**config.mk**
```make
export PLATFORM = sky130hd
export DESIGN_NAME = gc_stream_packer_flat
export DESIGN_NICKNAME = d
export VERILOG_FILES = /design/src/rtl/gc_stream_pkg.sv /design/src/rtl/gc_stream_packer_if.sv /design/src/rtl/gc_dual_push_fifo.sv /design/src/rtl/gc_stream_packer.sv /design/src/flat_wrapper.sv
export SDC_FILE = /design/constraint.sdc
export NUM_CORES = 2
export LEC_CHECK = 0
export CAP_MARGIN = 10
export CELL_PAD_IN_SITES_DETAIL_PLACEMENT = 1
export CELL_PAD_IN_SITES_GLOBAL_PLACEMENT = 1
export CORE_AREA = 2 2 729 368
export DETAILED_ROUTE_END_ITERATION = 8
export DIE_AREA = 0 0 731 370
export PLACE_DENSITY = 0.82
export RECOVER_POWER = 25
export SETUP_SLACK_MARGIN = 0.5
export SYNTH_ARGS = -nofsm -noshare
export SYNTH_HDL_FRONTEND = slang
export SYNTH_HIERARCHICAL = 1
export SYNTH_SLANG_ARGS = --single-unit
export TNS_END_PERCENT = 5
```
**constraint.sdc**
```tcl
create_clock -name clk -period 17.95 [get_ports clk]
set_input_delay 2.6925 -clock clk [delete_from_list [all_inputs] [get_ports clk]]
set_output_delay 2.6925 -clock clk [all_outputs]
set_load 0.03 [all_outputs]
```
**src/rtl/gc_stream_pkg.sv**
```systemverilog
// gc_stream_pkg: tag encodings and record types shared by the garbler
// output-stream packer and its FIFO.
package gc_stream_pkg;

  // Garbler tag encodings. A tag with bit 2 set is a label beat and does
  // not appear in this list.
  localparam logic [2:0] TAG_IDLE  = 3'b000;
  localparam logic [2:0] TAG_KEY   = 3'b001;
  localparam logic [2:0] TAG_TABLE = 3'b010;
  localparam logic [2:0] TAG_MASK  = 3'b011;
  localparam int         TAG_LABEL_BIT = 2;

  // Record type carried on out_type.
  typedef enum logic [2:0] {
    REC_KEY   = 3'b001,
    REC_TABLE = 3'b010,
    REC_MASK  = 3'b011,
    REC_LABEL = 3'b100
  } rec_type_e;

endpackage

```
**src/rtl/gc_stream_packer_if.sv**
```systemverilog
// gc_stream_packer_if: garbler beat input (tag/index/data lanes plus the
// advisory stall) and the valid/ready record stream towards the host.
// The slave modport is the packer; the master modport is the environment
// that produces beats and consumes records.
interface gc_stream_packer_if #(
  parameter int S = 16,
  parameter int K = 128
);
  logic [2:0]   tag;
  logic [S-1:0] index0;
  logic [S-1:0] index1;
  logic [K-1:0] data0;
  logic [K-1:0] data1;
  logic         stall;

  logic         out_valid;
  logic         out_ready;
  logic [2:0]   out_type;
  logic [S-1:0] out_index;
  logic [K-1:0] out_data;

  modport master (
    output tag, index0, index1, data0, data1, out_ready,
    input  stall, out_valid, out_type, out_index, out_data
  );

  modport slave (
    input  tag, index0, index1, data0, data1, out_ready,
    output stall, out_valid, out_type, out_index, out_data
  );
endinterface

```
**src/rtl/gc_dual_push_fifo.sv**
```systemverilog
// gc_dual_push_fifo: FIFO accepting up to two entries per cycle (slot
// order wd0 then wd1) and releasing one per cycle. Pointers carry one
// extra wrap bit so occupancy runs 0..DEPTH. Flush has priority over
// any push or pop in the same cycle.
module gc_dual_push_fifo #(
  parameter int W     = 8,
  parameter int DEPTH = 16
) (
  input  logic                     clk,
  input  logic                     rst_n,
  input  logic                     flush,
  input  logic                     we0,
  input  logic                     we1,
  input  logic [W-1:0]             wd0,
  input  logic [W-1:0]             wd1,
  input  logic                     re,
  output logic [W-1:0]             rd,
  output logic [$clog2(DEPTH):0]   occupancy
);
  localparam int AW = $clog2(DEPTH);

  logic [W-1:0]  mem_r [DEPTH];
  logic [AW:0]   wptr_r;
  logic [AW:0]   rptr_r;
  logic [AW-1:0] addr0_s;
  logic [AW-1:0] addr1_s;
  logic          empty_s;

  // Write slots: lane1 lands directly behind lane0 when both are written.
  always_comb begin
    addr0_s   = wptr_r[AW-1:0];
    addr1_s   = wptr_r[AW-1:0] + {{(AW-1){1'b0}}, we0};
    occupancy = wptr_r - rptr_r;
    empty_s   = (occupancy == {(AW+1){1'b0}});
    rd        = mem_r[rptr_r[AW-1:0]];
  end

  // Storage array; contents need no reset because reads are gated by occupancy.
  always_ff @(posedge clk) begin
    if (!flush && we0) begin
      mem_r[addr0_s] <= wd0;
    end
    if (!flush && we1) begin
      mem_r[addr1_s] <= wd1;
    end
  end

  // Read/write pointers with synchronous reset and flush.
  always_ff @(posedge clk) begin
    if (!rst_n) begin
      wptr_r <= {(AW+1){1'b0}};
      rptr_r <= {(AW+1){1'b0}};
    end else if (flush) begin
      wptr_r <= {(AW+1){1'b0}};
      rptr_r <= {(AW+1){1'b0}};
    end else begin
      wptr_r <= wptr_r + {{AW{1'b0}}, we0} + {{AW{1'b0}}, we1};
      if (re && !empty_s) begin
        rptr_r <= rptr_r + {{AW{1'b0}}, 1'b1};
      end
    end
  end
endmodule

```
**src/rtl/gc_stream_packer.sv**
```systemverilog
// gc_stream_packer: decodes each garbler beat into 0-2 typed records,
// queues them in a dual-push FIFO and drains one per cycle to the host.
// A beat is stored whole or not at all; a beat that does not fit is
// dropped and flagged. After the mask record is stored the stream is
// closed and further beats are ignored until start.
module gc_stream_packer
  import gc_stream_pkg::*;
#(
  parameter int S     = 16,
  parameter int K     = 128,
  parameter int DEPTH = 16
) (
  input  logic              clk,
  input  logic              rst_n,
  input  logic              start,
  gc_stream_packer_if.slave bus,
  output logic [S:0]        n_labels,
  output logic [S:0]        n_tables,
  output logic              overflow,
  output logic              done
);
  localparam int          AW      = $clog2(DEPTH);
  localparam logic [AW:0] DEPTH_C = (AW+1)'(DEPTH);
  localparam logic [AW:0] TWO_C   = (AW+1)'(2);

  typedef struct packed {
    rec_type_e    rtype;
    logic [S-1:0] index;
    logic [K-1:0] data;
  } record_t;

  record_t      rec0_s;
  record_t      rec1_s;
  record_t      head_s;
  logic [1:0]   n_rec_s;
  logic [1:0]   lbl_inc_s;
  logic [1:0]   tbl_inc_s;
  logic         mask_beat_s;
  logic         active_s;
  logic         fits_s;
  logic         push_s;
  logic         drop_s;
  logic         pop_s;
  logic         valid_s;
  logic         we1_s;
  logic [AW:0]  occ_s;
  logic [AW:0]  free_s;
  logic [AW:0]  occ_next_s;
  logic [AW:0]  free_next_s;
  logic [S+1:0] lbl_sum_s;
  logic [S+1:0] tbl_sum_s;
  logic [S:0]   lbl_next_s;
  logic [S:0]   tbl_next_s;

  logic         closed_r;
  logic         stall_r;
  logic         overflow_r;
  logic         done_r;
  logic [S:0]   n_labels_r;
  logic [S:0]   n_tables_r;

  // Tag decode: lane0 record always goes to slot 0, so a lane1-only label
  // beat is steered into slot 0.
  always_comb begin
    rec0_s.rtype = REC_KEY;
    rec0_s.index = {S{1'b0}};
    rec0_s.data  = {K{1'b0}};
    rec1_s.rtype = REC_KEY;
    rec1_s.index = {S{1'b0}};
    rec1_s.data  = {K{1'b0}};
    n_rec_s      = 2'd0;
    lbl_inc_s    = 2'd0;
    tbl_inc_s    = 2'd0;
    mask_beat_s  = 1'b0;
    if (bus.tag[TAG_LABEL_BIT]) begin
      rec0_s.rtype = REC_LABEL;
      rec1_s.rtype = REC_LABEL;
      if (bus.tag[0] && bus.tag[1]) begin
        rec0_s.index = bus.index0;
        rec0_s.data  = bus.data0;
        rec1_s.index = bus.index1;
        rec1_s.data  = bus.data1;
        n_rec_s      = 2'd2;
      end else if (bus.tag[0]) begin
        rec0_s.index = bus.index0;
        rec0_s.data  = bus.data0;
        n_rec_s      = 2'd1;
      end else if (bus.tag[1]) begin
        rec0_s.index = bus.index1;
        rec0_s.data  = bus.data1;
        n_rec_s      = 2'd1;
      end else begin
        n_rec_s      = 2'd0;
      end
      lbl_inc_s = n_rec_s;
    end else begin
      case (bus.tag)
        TAG_IDLE: begin
          n_rec_s = 2'd0;
        end
        TAG_KEY: begin
          rec0_s.rtype = REC_KEY;
          rec0_s.index = {S{1'b0}};
          rec0_s.data  = bus.data0;
          rec1_s.rtype = REC_KEY;
          rec1_s.index = {{(S-1){1'b0}}, 1'b1};
          rec1_s.data  = bus.data1;
          n_rec_s      = 2'd2;
        end
        TAG_TABLE: begin
          rec0_s.rtype = REC_TABLE;
          rec0_s.index = bus.index0;
          rec0_s.data  = bus.data0;
          rec1_s.rtype = REC_TABLE;
          rec1_s.index = bus.index1;
          rec1_s.data  = bus.data1;
          n_rec_s      = 2'd2;
          tbl_inc_s    = 2'd2;
        end
        TAG_MASK: begin
          rec0_s.rtype = REC_MASK;
          rec0_s.index = {S{1'b0}};
          rec0_s.data  = bus.data0;
          n_rec_s      = 2'd1;
          mask_beat_s  = 1'b1;
        end
        default: begin
          n_rec_s = 2'd0;
        end
      endcase
    end
  end

  // Admission and occupancy bookkeeping; the fit check uses occupancy
  // before this cycle's pop, so it never relies on the consumer.
  always_comb begin
    valid_s     = (occ_s != {(AW+1){1'b0}});
    free_s      = DEPTH_C - occ_s;
    active_s    = !start && !closed_r && (n_rec_s != 2'd0);
    fits_s      = (free_s >= {{(AW-1){1'b0}}, n_rec_s});
    push_s      = active_s && fits_s;
    drop_s      = active_s && !fits_s;
    we1_s       = push_s && (n_rec_s == 2'd2);
    pop_s       = valid_s && bus.out_ready && !start;
    occ_next_s  = occ_s
                + (push_s ? {{(AW-1){1'b0}}, n_rec_s} : {(AW+1){1'b0}})
                - {{AW{1'b0}}, pop_s};
    free_next_s = DEPTH_C - occ_next_s;
  end

  // Saturating counter next values.
  always_comb begin
    lbl_sum_s = {1'b0, n_labels_r} + {{S{1'b0}}, lbl_inc_s};
    tbl_sum_s = {1'b0, n_tables_r} + {{S{1'b0}}, tbl_inc_s};
    if (lbl_sum_s[S+1]) begin
      lbl_next_s = {(S+1){1'b1}};
    end else begin
      lbl_next_s = lbl_sum_s[S:0];
    end
    if (tbl_sum_s[S+1]) begin
      tbl_next_s = {(S+1){1'b1}};
    end else begin
      tbl_next_s = tbl_sum_s[S:0];
    end
  end

  gc_dual_push_fifo #(
    .W     ($bits(record_t)),
    .DEPTH (DEPTH)
  ) u_fifo (
    .clk       (clk),
    .rst_n     (rst_n),
    .flush     (start),
    .we0       (push_s),
    .we1       (we1_s),
    .wd0       (rec0_s),
    .wd1       (rec1_s),
    .re        (pop_s),
    .rd        (head_s),
    .occupancy (occ_s)
  );

  // Status flags, counters and stall; start clears everything like reset.
  always_ff @(posedge clk) begin
    if (!rst_n) begin
      closed_r   <= 1'b0;
      stall_r    <= 1'b0;
      overflow_r <= 1'b0;
      done_r     <= 1'b0;
      n_labels_r <= {(S+1){1'b0}};
      n_tables_r <= {(S+1){1'b0}};
    end else if (start) begin
      closed_r   <= 1'b0;
      stall_r    <= 1'b0;
      overflow_r <= 1'b0;
      done_r     <= 1'b0;
      n_labels_r <= {(S+1){1'b0}};
      n_tables_r <= {(S+1){1'b0}};
    end else begin
      stall_r <= (free_next_s < TWO_C);
      if (drop_s) begin
        overflow_r <= 1'b1;
      end
      if (push_s && mask_beat_s) begin
        closed_r <= 1'b1;
      end
      if (pop_s && (head_s.rtype == REC_MASK)) begin
        done_r <= 1'b1;
      end
      if (push_s) begin
        n_labels_r <= lbl_next_s;
        n_tables_r <= tbl_next_s;
      end
    end
  end

  // Output drive: record fields read as zero while the FIFO is empty.
  always_comb begin
    bus.stall     = stall_r;
    bus.out_valid = valid_s;
    if (valid_s) begin
      bus.out_type  = head_s.rtype;
      bus.out_index = head_s.index;
      bus.out_data  = head_s.data;
    end else begin
      bus.out_type  = 3'b000;
      bus.out_index = {S{1'b0}};
      bus.out_data  = {K{1'b0}};
    end
    n_labels = n_labels_r;
    n_tables = n_tables_r;
    overflow = overflow_r;
    done     = done_r;
  end
endmodule

```
**src/flat_wrapper.sv**
```systemverilog
// flat-port wrapper written by rule: the top's interface ports become plain ports
module gc_stream_packer_flat import gc_stream_pkg::*;
#(
  parameter int S     = 16,
  parameter int K     = 128,
  parameter int DEPTH = 16
)
  (clk, rst_n, start, n_labels, n_tables, overflow, done, bus_tag, bus_index0, bus_index1, bus_data0, bus_data1, bus_out_ready, bus_stall, bus_out_valid, bus_out_type, bus_out_index, bus_out_data);
  gc_stream_packer_if #(.S(S), .K(K)) bus_i ();
  input  logic clk;
  input  logic rst_n;
  input  logic start;
  output logic [S:0] n_labels;
  output logic [S:0] n_tables;
  output logic overflow;
  output logic done;
  input wire logic [$bits(bus_i.tag)-1:0] bus_tag;
  input wire logic [$bits(bus_i.index0)-1:0] bus_index0;
  input wire logic [$bits(bus_i.index1)-1:0] bus_index1;
  input wire logic [$bits(bus_i.data0)-1:0] bus_data0;
  input wire logic [$bits(bus_i.data1)-1:0] bus_data1;
  input wire logic [$bits(bus_i.out_ready)-1:0] bus_out_ready;
  output wire logic [$bits(bus_i.stall)-1:0] bus_stall;
  output wire logic [$bits(bus_i.out_valid)-1:0] bus_out_valid;
  output wire logic [$bits(bus_i.out_type)-1:0] bus_out_type;
  output wire logic [$bits(bus_i.out_index)-1:0] bus_out_index;
  output wire logic [$bits(bus_i.out_data)-1:0] bus_out_data;
  assign bus_i.tag = bus_tag;
  assign bus_i.index0 = bus_index0;
  assign bus_i.index1 = bus_index1;
  assign bus_i.data0 = bus_data0;
  assign bus_i.data1 = bus_data1;
  assign bus_i.out_ready = bus_out_ready;
  assign bus_stall = bus_i.stall;
  assign bus_out_valid = bus_i.out_valid;
  assign bus_out_type = bus_i.out_type;
  assign bus_out_index = bus_i.out_index;
  assign bus_out_data = bus_i.out_data;
  gc_stream_packer #(.S(S), .K(K), .DEPTH(DEPTH)) u_core (.clk(clk), .rst_n(rst_n), .start(start), .bus(bus_i), .n_labels(n_labels), .n_tables(n_tables), .overflow(overflow), .done(done));
endmodule
```
==> impl_metrics.env <==
export IMPL_die_height_um=370
export IMPL_ys_types=64
export IMPL_path_cells="dlygate4sd3_1 -> buf_4 -> nand2_1 -> o21ai_0 -> clkbuf_1 -> inv_1 -> ha_1 -> a2111oi_0 -> a21oi_2 -> buf_4 -> ha_1 -> ha_1 -> nor2_1 -> nand2_1 -> o22ai_4 -> clkbuf_1 -> buf_4"
export IMPL_cts_max_level=4
export IMPL_fin_nets=8412
export IMPL_clock_power_share_pct=38.7
export IMPL_use_met2_pct=50.3
export IMPL_drt_iter0_markers=10189
export IMPL_synth_main_ff_cell="edfxtp_1"
export IMPL_clkTransAtPathRegs_ns=0.06
export IMPL_post_route_period_util_pct=76.1
export IMPL_hold_slack_ns=0.483
export IMPL_layout_cells_non_filler=11794
export IMPL_cts_buffers=223
export IMPL_netlist_area_mm2=0.126
export IMPL_grt_use_met3_pct=5.33
export IMPL_start_util_pct=47.7
export IMPL_critPathArrivalTime_ns=14.13
export IMPL_cts_root_buf="clkbuf_16"
export IMPL_die_w_um=731
export IMPL_synth_net_count=8274
export IMPL_setup_viol_count_final=0
export IMPL_layout_common_cells="edfxtp_1 (2352), mux2_2 (2342), mux4_2 (668), clkdlybuf4s50_1 (351), nand2_1 (313)"
export IMPL_overflow=0
export IMPL_skew_ns=0.0703
export IMPL_cts_tree="yes"
export IMPL_fin_total_pwr_mw=12.4
export IMPL_ant_nets=0
export IMPL_fmax_mhz=73.3
export IMPL_p_sw_share_pct=23.8
export IMPL_grt_pass1_vias=82002
export IMPL_ir_drop_mv=0.0803
export IMPL_routed_wl_um=424000
export IMPL_whs_path_depth=2
export IMPL_yosysSeqAreaShare_pct=56.7
export IMPL_fill_cells=24186
export IMPL_failed_checks="capacitance limit, slew limit"
export IMPL_crit_fanout=44
export IMPL_cp_top_family="buffers and inverters"
export IMPL_slowest_stage="a2111oi_0"
export IMPL_top_usage_layer="met2"
export IMPL_antenna_found_initial=18
export IMPL_dpl_cell_area_mm2=0.135
export IMPL_p_per_area_mw_per_mm2=87.7
export IMPL_holdCritStartpoint="u_core/overflow"
export IMPL_power_switching_mw=2.95
export IMPL_hold_buffers=0
export IMPL_p_int_mw=9.45
export IMPL_slowest_delay_ns=2.10
export IMPL_leakagePower_nw=46.0
export IMPL_pwr_share_seq_pct=50.6
export IMPL_first_pass_iters=6
export IMPL_final_setup_tns_ns=0
export IMPL_yosysWarnings=6
export IMPL_grt_usage_pct=30.9
export IMPL_endpoint_kind="register"
export IMPL_reg2reg_depth=20
export IMPL_cts_setup_buffers=0
export IMPL_dpl_worst_slack_ns=6.84
export IMPL_clk_latency_ns=0.90
export IMPL_grt_pass1_wl_um=608000
export IMPL_dpl_hpwl_um=229000
export IMPL_row_count=134
export IMPL_drive_above_1_share_pct=44.1
export IMPL_final_max_slew_viol_count=491
export IMPL_pin_count=480
export IMPL_syn_avg_cell_area_um2=15.9
export IMPL_grt_util_met1_pct=42.9
export IMPL_cts_buffer_depth=4
export IMPL_startpoint="bus_tag[2]"
export IMPL_area_growth_pct=11.9
export IMPL_synth_seq_cells=2404
export IMPL_clock_sinks=2404
export IMPL_async_flop_share_pct=0
export IMPL_final_common_cell="edfxtp_1"
export IMPL_port_buffers=479
export IMPL_final_core_util_pct=53.4
export IMPL_critPathBufInv=7
export IMPL_wl_per_cell_um=36.0
export IMPL_stdcell_area_mm2=0.141
export IMPL_num_vias=78260
export IMPL_hold_path_class="register to register"
export IMPL_gp_congestion=0.819
export IMPL_start_kind="input port"
export IMPL_final_seq_area_mm2=0.0717
export IMPL_fin_crit_ns=13.65
export IMPL_setup_slack_ns=4.30
export IMPL_p_comb_share_pct=10.6
export IMPL_syn_inst=7949
export IMPL_worstMarginPinSlew_ns=4.31
export IMPL_slew_headroom_pct=-187
export IMPL_critPathRequiredTime_ns=18.43
export IMPL_cp_depth=17
export IMPL_r2r_start="u_core/u_fifo/wptr_r[0]"
export IMPL_post_cts_resized=0
export IMPL_design_die_area_mm2=0.270
export IMPL_synth_edf_count=2352
export IMPL_placedCellCount=11391
export IMPL_drcViolationCount=0
export IMPL_avgViaCountPerCell=6.64
export IMPL_grt_max_degree=135
export IMPL_finalHoldViolCount=0
export IMPL_rsz0062_at_grt="false"
export IMPL_fp_coreArea_mm2=0.265
export IMPL_multi_input_area_mm2=0.0510
export IMPL_outcome="complete, but fails checks"
export IMPL_critical_path_class="input port to register"
export IMPL_cap_violations=15
[sequential cells by signal, indices dropped and copies added (netlist names), named ones only]
| signal | count |
|---|---|
| u_core/bus.stall | 1 |
| u_core/closed_r | 1 |
| u_core/done | 1 |
| u_core/n_labels | 17 |
| u_core/n_tables | 17 |
| u_core/overflow | 1 |
| u_core/u_fifo/mem_r | 2352 |
| u_core/u_fifo/rptr_r | 5 |
| u_core/u_fifo/wptr_r | 5 |
[path summary, 6_finish.rpt]
kind | to | slack [ns]
hold reg to reg | u_core/overflow | 0.48
setup / recovery | u_core/u_fifo/mem_r[9][88] | 4.30
setup reg to reg | u_core/u_fifo/mem_r[9][88] | 7.50
hold / removal | u_core/overflow | 0.48
[power by group through the flow]
stage	clock network, mW	registers [mW]	logic, mW
global placement	0	6.40	1.22
floorplan	0	6.42	0.820
finish	4.80	6.28	1.32
global route	5.03	6.28	1.40
detailed placement	0	6.40	1.30
CTS	4.85	6.28	1.31
[cells in the mapped netlist, types with 2 or more instances]
cell / number / area (um^2)
a2111oi_0: 3 / 26.3
a2111oi_2: 2 / 30.0
a211oi_1: 76 / 571
a21o_1: 4 / 30.0
a21oi_1: 237 / 1190
a21oi_2: 2 / 17.5
a22oi_2: 2 / 25.0
a311oi_1: 8 / 70.1
a311oi_2: 3 / 45.0
a31oi_1: 12 / 75.1
a41o_1: 2 / 20.0
and2_1: 139 / 870
and3_1: 11 / 68.8
and4_1: 5 / 43.8
buf_1: 24 / 90.1
buf_2: 265 / 1330
buf_4: 63 / 473
clkbuf_1: 514 / 1930
dfxtp_1: 52 / 1040
edfxtp_1: 2352 / 70600
fa_1: 4 / 80.1
ha_1: 26 / 325
inv_1: 40 / 150
mux2_2: 2353 / 26500
mux2i_1: 79 / 791
mux4_2: 668 / 15000
nand2_1: 315 / 1180
nand2b_1: 11 / 68.8
nand3_1: 20 / 100
nand4_1: 7 / 43.8
nor2_1: 189 / 709
nor2b_1: 236 / 1480
nor3_1: 9 / 45.0
nor4_1: 5 / 31.3
o21ai_0: 155 / 776
o221a_1: 2 / 22.5
o22ai_1: 12 / 75.1
o31ai_1: 2 / 15.0
or3_1: 4 / 25.0
xnor2_1: 9 / 78.8
xor2_1: 4 / 35.0
[worst register-to-register path: cells and delay by family, from the launching register on]
kind	cells	cell delay, ns
buffers and inverters	7	4.04
adder cells (fa/ha/maj)	6	1.80
AND/OR/NAND/NOR	3	0.87
XOR/XNOR	1	0.45
AO/OA/AOI/OAI	3	2.45
flip-flops	1	0.41
[kinds of logic after synthesis]
kind of cell | after synthesis | share of synthesized area (%)
xor gates and xnor gates | 13 | 0.0901
adders and majority gates | 30 | 0.321
muxes | 3100 | 33.5
and+or+nand+nor | 960 | 3.75
buffers and inverters | 908 | 3.15
AOI/OAI and AO/OA | 534 | 2.46
DFF | 2404 | 56.7
[per-layer routing]
layer | part of all wire, % | up-vias
li1 | - | 31366
met1 | 40 | 41839
met2 | 48 | 4276
met3 | 8.9 | 771
met4 | 3.2 | 8
met5 | 0.013 | -
[layout make-up]
cell class	instances	share of cell area (%)
Antenna cell	5	0.00885
Clock inverter	125	0.796
Tap cell	3536	3.13
Timing Repair Buffer	780	5.12
Multi-Input combinational cell	4637	36.0
Inverter	41	0.112
Clock buffer	266	4.12
Sequential cell	2404	50.7
No activity file was read; power rests on OpenSTA's default activity.
